## src/rtl/s32x_irl_encoder.sv

```systemverilog
// s32x_irl_encoder: external interrupt source for one SH7604 core (32X side).
// Latches VRES/V/H/CMD/PWM events into PEND, masks them, drives the highest
// pending level onto the active-low IRL pins with a minimum hold time, and
// answers external vector fetches on the vector bus.
// Optional feature: define IRL_AUTOCLR_EN to clear the acknowledged source's
// PEND bit when a vector fetch completes.
module s32x_irl_encoder #(
    parameter int unsigned HOLD_CYCLES = 6,
    parameter int unsigned VEC_WAIT    = 2
) (
    input  logic        CLK,
    input  logic        RST,
    input  logic        CE,
    input  logic        VRES_EV,
    input  logic        VINT_EV,
    input  logic        HBLK_EV,
    input  logic        CMD_EV,
    input  logic        PWM_EV,
    input  logic        REG_SEL,
    input  logic        REG_WE,
    input  logic [1:0]  REG_A,
    input  logic [15:0] REG_DI,
    output logic [15:0] REG_DO,
    output logic [3:0]  IRL_N,
    input  logic [3:0]  VBUS_A,
    input  logic        VBUS_REQ,
    output logic [7:0]  VBUS_DO,
    output logic        VBUS_WAIT
);

    localparam logic [3:0] HOLD_RELOAD = 4'(HOLD_CYCLES - 1);
    localparam logic [2:0] WAIT_RELOAD = 3'(VEC_WAIT - 1);

    typedef enum logic [1:0] {StIdle, StBusy, StDone} vec_state_e;

    logic [3:0]  mask_q;
    logic [7:0]  hcnt_q;
    logic [7:0]  lc_q;
    logic [7:0]  vbase_q;
    logic [4:0]  pend_q;
    logic [4:0]  pend_d;
    logic [15:0] reg_do_q;
    logic [15:0] rd_data;
    logic [3:0]  out_lvl_q;
    logic [3:0]  hc_q;
    logic [3:0]  cand;
    logic [4:0]  masked;
    vec_state_e  state_q;
    logic [2:0]  cnt_q;
    logic [7:0]  vbus_do_q;

    logic        reg_wr;
    logic        reg_rd;
    logic        h_set;
    logic        enter_done;
    logic [4:0]  ev_set;
    logic [4:0]  clr_bits;
    logic [4:0]  ack_bits;
    logic        unused_bits;

    assign reg_wr = REG_SEL & REG_WE;
    assign reg_rd = REG_SEL & ~REG_WE;

    // H fires only on an underflowing HBLK; a coincident VINT reload suppresses it.
    assign h_set    = HBLK_EV && !VINT_EV && (lc_q == 8'd0);
    assign ev_set   = {VRES_EV, VINT_EV, h_set, CMD_EV, PWM_EV};
    assign clr_bits = (reg_wr && (REG_A == 2'd2)) ? REG_DI[4:0] : 5'd0;
    // Events are OR-ed in after clearing so a same-cycle event always wins.
    assign pend_d   = (pend_q & ~(clr_bits | ack_bits)) | ev_set;

    // cnt_q holds the WAIT cycles still owed including the current one; DONE is
    // entered on the edge where it would reach 0 (straight from IDLE if VEC_WAIT==1).
    assign enter_done = VBUS_REQ &&
        (((state_q == StIdle) && (VEC_WAIT == 1)) || ((state_q == StBusy) && (cnt_q == 3'd1)));

    assign unused_bits = ^{REG_DI[15:8], VBUS_A[0]};

    // Select the PEND bit matching the acknowledged level at fetch completion.
    always_comb begin
        ack_bits = 5'd0;
`ifdef IRL_AUTOCLR_EN
        if (enter_done) begin
            case (VBUS_A)
                4'd14:   ack_bits = 5'b10000;
                4'd12:   ack_bits = 5'b01000;
                4'd10:   ack_bits = 5'b00100;
                4'd8:    ack_bits = 5'b00010;
                4'd6:    ack_bits = 5'b00001;
                default: ack_bits = 5'd0;
            endcase
        end
`endif
    end

    // Priority-encode the highest enabled pending source; VRES is never masked.
    always_comb begin
        masked = pend_q & {1'b1, mask_q};
        if (masked[4])      cand = 4'd14;
        else if (masked[3]) cand = 4'd12;
        else if (masked[2]) cand = 4'd10;
        else if (masked[1]) cand = 4'd8;
        else if (masked[0]) cand = 4'd6;
        else                cand = 4'd0;
    end

    // Register read mux; unused bits read as zero.
    always_comb begin
        rd_data = 16'd0;
        case (REG_A)
            2'd0:    rd_data = {12'd0, mask_q};
            2'd1:    rd_data = {8'd0, hcnt_q};
            2'd2:    rd_data = {11'd0, pend_q};
            default: rd_data = {8'd0, vbase_q};
        endcase
    end

    // Register file, pending latches and the H-line counter.
    always_ff @(posedge CLK or posedge RST) begin
        if (RST) begin
            mask_q   <= 4'd0;
            hcnt_q   <= 8'd0;
            lc_q     <= 8'd0;
            vbase_q  <= 8'h40;
            pend_q   <= 5'd0;
            reg_do_q <= 16'd0;
        end else begin
            pend_q <= pend_d;
            if (reg_rd) reg_do_q <= rd_data;
            if (reg_wr && (REG_A == 2'd0)) mask_q  <= REG_DI[3:0];
            if (reg_wr && (REG_A == 2'd1)) hcnt_q  <= REG_DI[7:0];
            if (reg_wr && (REG_A == 2'd3)) vbase_q <= REG_DI[7:0];
            if (reg_wr && (REG_A == 2'd1)) lc_q <= REG_DI[7:0];
            else if (VINT_EV)              lc_q <= hcnt_q;
            else if (HBLK_EV)              lc_q <= (lc_q == 8'd0) ? hcnt_q : lc_q - 8'd1;
        end
    end

    // IRL level update paced by CE; each new level is held HOLD_CYCLES ticks.
    always_ff @(posedge CLK or posedge RST) begin
        if (RST) begin
            out_lvl_q <= 4'd0;
            hc_q      <= 4'd0;
        end else if (CE) begin
            if (hc_q != 4'd0) begin
                hc_q <= hc_q - 4'd1;
            end else if (cand != out_lvl_q) begin
                out_lvl_q <= cand;
                hc_q      <= HOLD_RELOAD;
            end
        end
    end

    // Vector fetch FSM; data is captured on the edge that enters DONE.
    always_ff @(posedge CLK or posedge RST) begin
        if (RST) begin
            state_q   <= StIdle;
            cnt_q     <= 3'd0;
            vbus_do_q <= 8'd0;
        end else begin
            case (state_q)
                StIdle: begin
                    if (VBUS_REQ) begin
                        state_q <= enter_done ? StDone : StBusy;
                        cnt_q   <= WAIT_RELOAD;
                    end
                end
                StBusy: begin
                    if (!VBUS_REQ)       state_q <= StIdle;
                    else if (enter_done) state_q <= StDone;
                    else                 cnt_q   <= cnt_q - 3'd1;
                end
                StDone: begin
                    if (!VBUS_REQ) state_q <= StIdle;
                end
                default: state_q <= StIdle;
            endcase
            if (enter_done) vbus_do_q <= vbase_q + {5'd0, VBUS_A[3:1]};
        end
    end

    assign IRL_N     = ~out_lvl_q;
    assign REG_DO    = reg_do_q;
    assign VBUS_DO   = vbus_do_q;
    assign VBUS_WAIT = VBUS_REQ && (state_q != StDone);

endmodule

```

## config.mk

```make
export PLATFORM = sky130hd
export DESIGN_NAME = s32x_irl_encoder
export DESIGN_NICKNAME = d
export VERILOG_FILES = /design/src/rtl/s32x_irl_encoder.sv
export SDC_FILE = /design/constraint.sdc
export NUM_CORES = 1
export LEC_CHECK = 0
export BUFFER_PORTS_ARGS = -buffer_cell sky130_fd_sc_hd__buf_2
export CORE_UTILIZATION = 55
export DETAILED_ROUTE_END_ITERATION = 8
export GPL_TIMING_DRIVEN = 0
export PLACE_DENSITY = 0.79
export SYNTH_ARGS = -nofsm -noshare
export SYNTH_HDL_FRONTEND = slang
export SYNTH_SLANG_ARGS = --single-unit
export TNS_END_PERCENT = 100
```

## constraint.sdc

```tcl
create_clock -name CLK -period 2.4 [get_ports CLK]
set_input_delay 0.48 -clock CLK [delete_from_list [all_inputs] [get_ports CLK]]
set_output_delay 0.48 -clock CLK [all_outputs]
set_load 0.1 [all_outputs]
```

==> results.tsv, run 1 <==
metric	value	unit
cts_tree	yes	
finalWorstSetupSlack	0.401	ns
synth_xor_area_frac	0.0218	
setup_violations	0	
syn2layout_area_growth	15.7	%
synth_cells	331	
ant_nets	0	
root_buffer	clkbuf_8	
fp.dieH	78.5	um
yosys.area_share.simple	0.183	
drtPass1Iterations	4	
place_inst	453	
min_path_type	in2async	
synth_top_family_by_area	simple AND/OR/NAND/NOR gates	
rows	27	
synth_commonest_cells	nand2_1 (61), dfrtp_1 (60), nor2_1 (24), a21oi_1 (20)	
drtIter0Drc	133	
clk_pin_slew	0.07	ns
drc	0	
grt_pass1_vias	2610	
antenna_found_initial	0	
drv_cap	0	
die_w	78.5	um
avgSynthCellArea	9.73	um^2
cts_max_level	3	
place_ws	0.338	ns
fin_skew	0.00479	ns
crit_type	reg2reg	
synthFlopType	dfrtp_1	
cp-end-kind	flip-flop	
synth-seq-cells	61	
avgRoutedWirePerCell	14.9	um
drive_gt1_frac	0.237	
critPathBufInv	0	
finish.utilization	0.668	
hold_viol_final	0	
final_cell_area	0.00372	mm^2
multi_input_area	0.00157	mm^2
synth_compound_area_frac	0.138	
grt_max_degree	36	
synthArstFlopShare	1.00	
yosysMostFrequentCell	nand2_1	
muxShareOfSynthArea	0.103	
fmax	500	MHz
synth-seq-area-share	0.475	
finalNonFillerCells	469	
start_util	0.578	
slowest_delay	0.58	ns
overflow	0	
cts_max_path_buffers	2	
ios	62	
grt_pass1_wl	11800	um
yosysTopAreaCellShare	0.466	
cts_buffers	9	
cts_resized	0	
vias	2619	
core_area	0.00557	mm^2
cp.required	2.59	ns
grt_usage	0.250	
p_leak	1.75	nW
diodes	0	
synth_warnings	0	
min_period	2.00	ns
yosysUniqueCellTypes	53	
synth.area.top_cells	dfrtp_1 (47%), nand2_1 (7.1%), mux2_2 (5.9%)	
finalWirelength	7000	um
fin_nets	433	
design.die.area	0.00616	mm^2
fillCellCount	456	
insertion_delay	0.33	ns
syn_area	0.00322	mm^2
period_share	0.833	
viasPerCell	5.58	
crit_slowest_cell	or4_4	
power_density	1120	mW/mm^2
arrival	2.18	ns
placed_area	0.00357	mm^2
gp_congestion	0.900	
post_cts_buffers	0	
status	completed	
crit_chain	or4_4 -> or3_4 -> nand2_1 -> a21boi_1 -> a31oi_1 -> o221ai_1	
cts_hold_buf	0	
worstPathMaxFanout	5	
crit_family	simple AND/OR/NAND/NOR gates	
rsz0062_at_grt	false	
synth_edf_count	0	
io_buffers	42	
vdd_ir_drop_max	1340	uV
hpwl	5260	um
synthAdderAreaFrac	0.0334	
max_slew_margin	0.490	
finalMaxSlewViolations	0	
tightest_slew	0.764	ns
clock-sinks	61	
start_kind	flip-flop	
ff_latch_area	0.00153	mm^2
synth_area_leader_cell	dfrtp_1	
==> logic make-up (layout without fill, tap and decap cells) <==
kind of cell / count (synthesis) / after routing
AND/OR/NAND/NOR: 127 / 127
XOR/XNOR: 8 / 8
adder cells (fa/ha/maj): 8 / 8
multiplexers: 26 / 26
buffers and inverters: 29 / 88
flip-flops: 61 / 61
other: 2 / 9
AO/OA/AOI/OAI: 70 / 70
==> metal layers <==
metal,track usage,vias to the layer above,part of all wire
met5,0,-,0
met4,0.0741,0,0.011
met3,0.0686,10,0.041
met2,0.429,71,0.51
met1,0.305,1272,0.44
li1,-,1266,-
==> registers in the layout (all words and copies together) (netlist names) <==
signal,flops
state_q,2
hc_q,4
vbase_q,8
VBUS_DO,8
mask_q,4
out_lvl_q,3
pend_q,5
REG_DO,8
cnt_q,3
lc_q,8
hcnt_q,8
==> cell usage in the layout (no fill, tap or decap), drive strengths merged, types with 2 or more instances in the layout <==
cell type | netlist | final
inv | 11 | 11
nor2 | 24 | 24
ha | 7 | 7
a22oi | 2 | 2
nand2b | 5 | 5
mux2i | 5 | 5
a21boi | 2 | 2
nand3b | 2 | 2
a31oi | 4 | 4
clkbuf | 6 | 17
a211oi | 3 | 3
mux2 | 17 | 17
nor3 | 10 | 10
nand3 | 8 | 8
a21oi | 20 | 20
dfrtp | 60 | 60
nor2b | 7 | 7
a21o | 6 | 6
xnor2 | 5 | 5
nor3b | 2 | 2
o221ai | 2 | 2
clkinv | 0 | 4
and2 | 3 | 3
buf | 12 | 55
xor2 | 3 | 3
o21ai | 18 | 18
o22ai | 2 | 2
nand2 | 61 | 61
conb | 2 | 9
mux4 | 4 | 4
o311ai | 2 | 2
==> where the power goes <==
part / internal, mW / switching, mW
sequential: 1.29 / 0.220
combinational: 0.506 / 1.40
clock: 0.367 / 0.387
total: 2.17 / 2.00
==> metrics by stage <==
stage                     power [mW]  hold WS (ns)  TNS (ns)
after floorplan                 3.07         0.451         0
after global placement          3.37         0.471    -18.95
after detailed placement        3.43         0.471         0
after CTS                       4.19         0.300         0
after global routing            4.38         0.323         0
final                           4.17         0.271         0
==> path summary, 6_finish.rpt <==
kind | start | cells past startpoint | to | slack (ns)
min in group CLK | PWM_EV | 2 | pend_q[0] | 0.32
max in group asynchronous | RST | 3 | vbase_q[6] | 1.44
worst max-delay path | lc_q[3] | 6 | lc_q[4] | 0.40
worst max register to register | lc_q[3] | 6 | lc_q[4] | 0.40
worst min-delay path | RST | 2 | cnt_q[2] | 0.27
worst min register to register | REG_DO[4] | 2 | REG_DO[4] | 0.48
==> layout make-up <==
class,instances,area share
Tap cell,72,0.0242
Inverter,11,0.0111
Buffer,18,0.0275
Clock buffer,11,0.0353
Timing Repair Buffer,43,0.0618
Clock inverter,5,0.00739
Multi-Input combinational cell,248,0.423
Sequential cell,61,0.410
Power figures use the tool's default switching activity.
==> run 2: changes to the inputs <==
- ABC_AREA: not set -> 1
- CORE_UTILIZATION: 55 -> 50
- PLACE_DENSITY: 0.79 -> 0.76
- clock period: 2.4 -> 1.8 ns (I/O delays scaled with it)
==> results.tsv, run 2 <==
metric	value	unit
fin_skew	0.0111	ns
yosysTopAreaCellShare	0.455	
worstPathMaxFanout	5	
status	completed	
regToRegStartpoint	vbase_q[0]	
drv_cap	0	
viasPerCell	4.99	
core_area	0.00635	mm^2
root_buffer	clkbuf_8	
avgRoutedWirePerCell	12.7	um
synth_xor_area_frac	0.0186	
synth-seq-cells	61	
finalMaxSlewViolations	0	
synth_area_leader_cell	dfrtp_1	
rows	29	
period_share	0.953	
cts_tree	yes	
grt_pass1_wl	11800	um
synthFlopType	dfrtp_1	
cp-end-kind	primary output	
muxShareOfSynthArea	0.0102	
reg2reg_to	VBUS_DO[6]	
finalWorstSetupSlack	0.0838	ns
synth_cells	416	
synth_warnings	0	
arrival	1.36	ns
overflow	0	
design.die.area	0.00692	mm^2
hold_viol_final	0	
rsz0062_at_grt	true	
synth_compound_area_frac	0.134	
start_kind	flip-flop	
rr_worst_depth	8	
start_util	0.519	
grt_max_degree	62	
setup_violations	0	
cts_max_path_buffers	2	
gp_congestion	0.900	
syn_area	0.00330	mm^2
die_w	83.2	um
clock-sinks	61	
crit_type	reg2out	
yosys.area_share.simple	0.244	
antenna_found_initial	0	
synth-seq-area-share	0.463	
rrSetupSlack	0.19	ns
drive_gt1_frac	0.213	
min_period	1.72	ns
fmax	583	MHz
insertion_delay	0.34	ns
ant_nets	0	
drc	0	
cts_max_level	3	
synth_edf_count	0	
synth_top_family_by_area	simple AND/OR/NAND/NOR gates	
power_density	1560	mW/mm^2
drtIter0Drc	102	
cts_hold_buf	0	
hpwl	5260	um
diodes	0	
mostFrequentLayoutCells	nand2_1 (116), dfrtp_1 (60), inv_1 (52), buf_2 (45), o21ai_0 (40)	
vdd_ir_drop_max	1250	uV
min_path_type	in2async	
synthAdderAreaFrac	0.0326	
synth.area.top_cells	dfrtp_1 (46%), nand2_1 (13%), o21ai_0 (6.2%)	
cp.required	1.44	ns
vias	2793	
grt_usage	0.215	
syn2layout_area_growth	18.7	%
synth_commonest_cells	nand2_1 (116), dfrtp_1 (60), inv_1 (53), o21ai_0 (41), nor2_1 (30)	
io_buffers	43	
ios	62	
final_common_cell	nand2_1	
synthArstFlopShare	1.00	
grt_pass1_vias	2597	
finish.utilization	0.616	
cts_buffers	9	
yosysMostFrequentCell	nand2_1	
finalWirelength	7120	um
yosysUniqueCellTypes	39	
fin_nets	519	
place_ws	-0.0894	ns
drtPass1Iterations	4	
avgSynthCellArea	7.93	um^2
power	6.10	mW
clk_pin_slew	0.07	ns
fp.dieH	83.2	um
p_leak	2.05	nW
==> run 2: cell count changes in the layout (fill, tap and decap cells not counted), sizes merged, moves of 6 or more <==
cell / previous run / this run
nor2b: 7 / 0
nand2: 61 / 122
o21ai: 18 / 48
a21oi: 20 / 13
mux2: 17 / 3
nand3: 8 / 27
nor2: 24 / 36
nor3: 10 / 1
inv: 11 / 54
a21o: 6 / 0
==> run 2: metal layers <==
metal | GRT usage | vias to the layer above | wire [um]
met5 | 0 | - | 0
met4 | 0.0784 | 0 | 94
met3 | 0.0477 | 9 | 239
met2 | 0.357 | 54 | 3500
met1 | 0.275 | 1292 | 3290
li1 | - | 1438 | -
==> run 2: worst max-delay path, cell delays in order (launching register included) <==
cell	delay, ns
dfrtp_1	0.44
a21oi_2	0.15
buf_2	0.43
==> run 2: worst max path at each step <==
stage	from	endpoint	slack [ns]
after global routing	vbase_q[2]	VBUS_DO[7]	-0.002
after global placement	VBUS_A[1]	VBUS_DO[6]	-0.07
after detailed placement	VBUS_A[1]	VBUS_DO[6]	-0.09
after CTS	state_q[1]	VBUS_WAIT	0.07
after floorplan	VBUS_A[1]	VBUS_DO[6]	0.14
final	state_q[1]	VBUS_WAIT	0.08
==> run 2: area by class of cell <==
cell class / instances / area, um^2
Inverter: 55 / 213
Timing Repair Buffer: 44 / 235
Multi-Input combinational cell: 292 / 1490
Clock inverter: 3 / 65.1
Fill cell: 554 / 2440
Clock buffer: 13 / 179
Sequential cell: 61 / 1530
Buffer: 15 / 108
Tap cell: 77 / 96.3
==> run 2: per-stage QoR <==
stage / area [um^2] / cells / hold slack (ns) / setup TNS, ns
finish: 3910 / 560 / 0.0417 / 0
detailed placement: 3640 / 543 / 0.469 / -0.117
floorplan: 3330 / 423 / 0.458 / 0
CTS: 3890 / 559 / 0.206 / 0
global route: 3910 / 560 / 0.0595 / -0.00186
global placement: 3640 / 543 / 0.449 / -0.0774
==> run 2: where the power goes <==
part / internal, mW / switching (mW)
clock: 0.929 / 0.527
combinational: 0.588 / 2.06
sequential: 1.74 / 0.250
==> run 2: repair_timing <==
item	CTS	global route
endpoints found under the setup margin	1	2
buffers inserted	0	0
hold endpoints to repair	0	0
resized for setup	1	2
==> run 2: cell families after synthesis <==
group	count (synthesis)
AND/OR/NAND/NOR	189
AO/OA/AOI/OAI	76
buffers and inverters	70
flip-flops	61
adder cells (fa/ha/maj)	8
XOR/XNOR	7
multiplexers	3
other	2
==> run 3: changes to the inputs <==
- ABC_AREA: 1 -> 0
==> results.tsv, run 3 (synthesis gave the netlist of run 1 again) <==
metric	value	unit
placed_area	0.00356	mm^2
multi_input_area	0.00166	mm^2
grt_max_degree	62	
ant_nets	0	
rsz0062_at_grt	true	
clk_pin_slew	0.07	ns
finish.utilization	0.658	
holdWs	0.0750	ns
antenna_found_initial	0	
min_period	1.99	ns
cp-end-kind	flip-flop	
final_common_cell	nand2_1	
worstPathMaxFanout	5	
mostFrequentLayoutCells	nand2_1 (60), dfrtp_1 (59), buf_2 (42), nor2_1 (22), buf_4 (18)	
violations	negative setup slack	
root_buffer	clkbuf_8	
grt_pass1_wl	11900	um
rows	28	
die_w	82.2	um
design.die.area	0.00676	mm^2
setup_violations	8	
grt_pass1_vias	2570	
fin_tns_setup	-0.781	ns
cts_buffers	9	
clock-sinks	61	
fp.dieH	82.2	um
ff_latch_area	0.00153	mm^2
vdd_ir_drop_max	1310	uV
diodes	0	
vias	2737	
syn2layout_area_growth	23.9	%
viasPerCell	5.65	
io_buffers	42	
ios	62	
cts_max_path_buffers	2	
place_ws	-0.222	ns
min_path_type	in2async	
grt_usage	0.239	
fin_nets	445	
tightest_slew	0.710	ns
cts_max_level	3	
insertion_delay	0.34	ns
core_area	0.00606	mm^2
gp_congestion	0.869	
drv_cap	0	
overflow	0	
p_leak	1.84	nW
drtPass1Iterations	5	
arrival	2.17	ns
fin_skew	0.00944	ns
final_cell_area	0.00399	mm^2
start_util	0.531	
finalWirelength	7550	um
drtIter0Drc	167	
max_slew_margin	0.526	
finalWorstSetupSlack	-0.187	ns
avgRoutedWirePerCell	15.6	um
cp.required	1.99	ns
period_share	1.10	
fmax	503	MHz
finalMaxSlewViolations	0	
start_kind	flip-flop	
drc	0	
fillCellCount	504	
hpwl	5160	um
hold_viol_final	0	
status	complete, but fails checks	
drive_gt1_frac	0.313	
power_density	1500	mW/mm^2
cts_tree	yes	
crit_type	reg2reg	
## run 3: critical path, stage by stage (launching register included)
cell and delay, ns:
dfrtp_1 0.39, or4_4 0.57, or3_4 0.38, nand2_1 0.08
a21boi_1 0.06, a31oi_1 0.18, o221ai_1 0.17
## run 3: repair_timing
action                     in CTS  in global routing
pin swaps                       7                  9
gates resized for setup        12                 21
setup endpoints to repair      15                 24
buffers inserted                6                  7
hold buffers                    0                  0
## run 3: final cells by class
cell class,count,area share
Tap cell,75,0.0235
Sequential cell,61,0.383
Buffer,18,0.0267
Multi-Input combinational cell,248,0.415
Timing Repair Buffer,55,0.0891
Clock inverter,6,0.0157
Clock buffer,10,0.0345
Inverter,11,0.0122
## run 3: metrics by stage
step	total power, mW	cells
finish	5.99	484
global placement	4.50	455
global route	6.29	484
floorplan	4.10	338
detailed placement	4.56	455
CTS	5.88	477
## run 3: path summary, 6_finish.rpt
check,start,end,slack (ns),cells after the start
worst max-delay path,lc_q[3],lc_q[4],-0.19,6
worst min-delay path,RST,cnt_q[2],0.08,2
worst max register to register,lc_q[3],lc_q[4],-0.19,6
worst min register to register,REG_DO[3],REG_DO[3],0.48,2
max in group asynchronous,RST,vbase_q[6],1.11,3
min in group CLK,PWM_EV,pend_q[0],0.20,2
## run 3: routing by layer
layer,global-route usage,up-vias,wire length (um)
met5,0,-,0
met4,0.0737,0,97
met3,0.0725,18,463
met2,0.395,106,3660
met1,0.302,1320,3320
li1,-,1293,-
## run 3: power breakdown
part	internal (mW)	switching (mW)
registers	1.72	0.295
logic	0.805	1.94
clock network	0.671	0.550
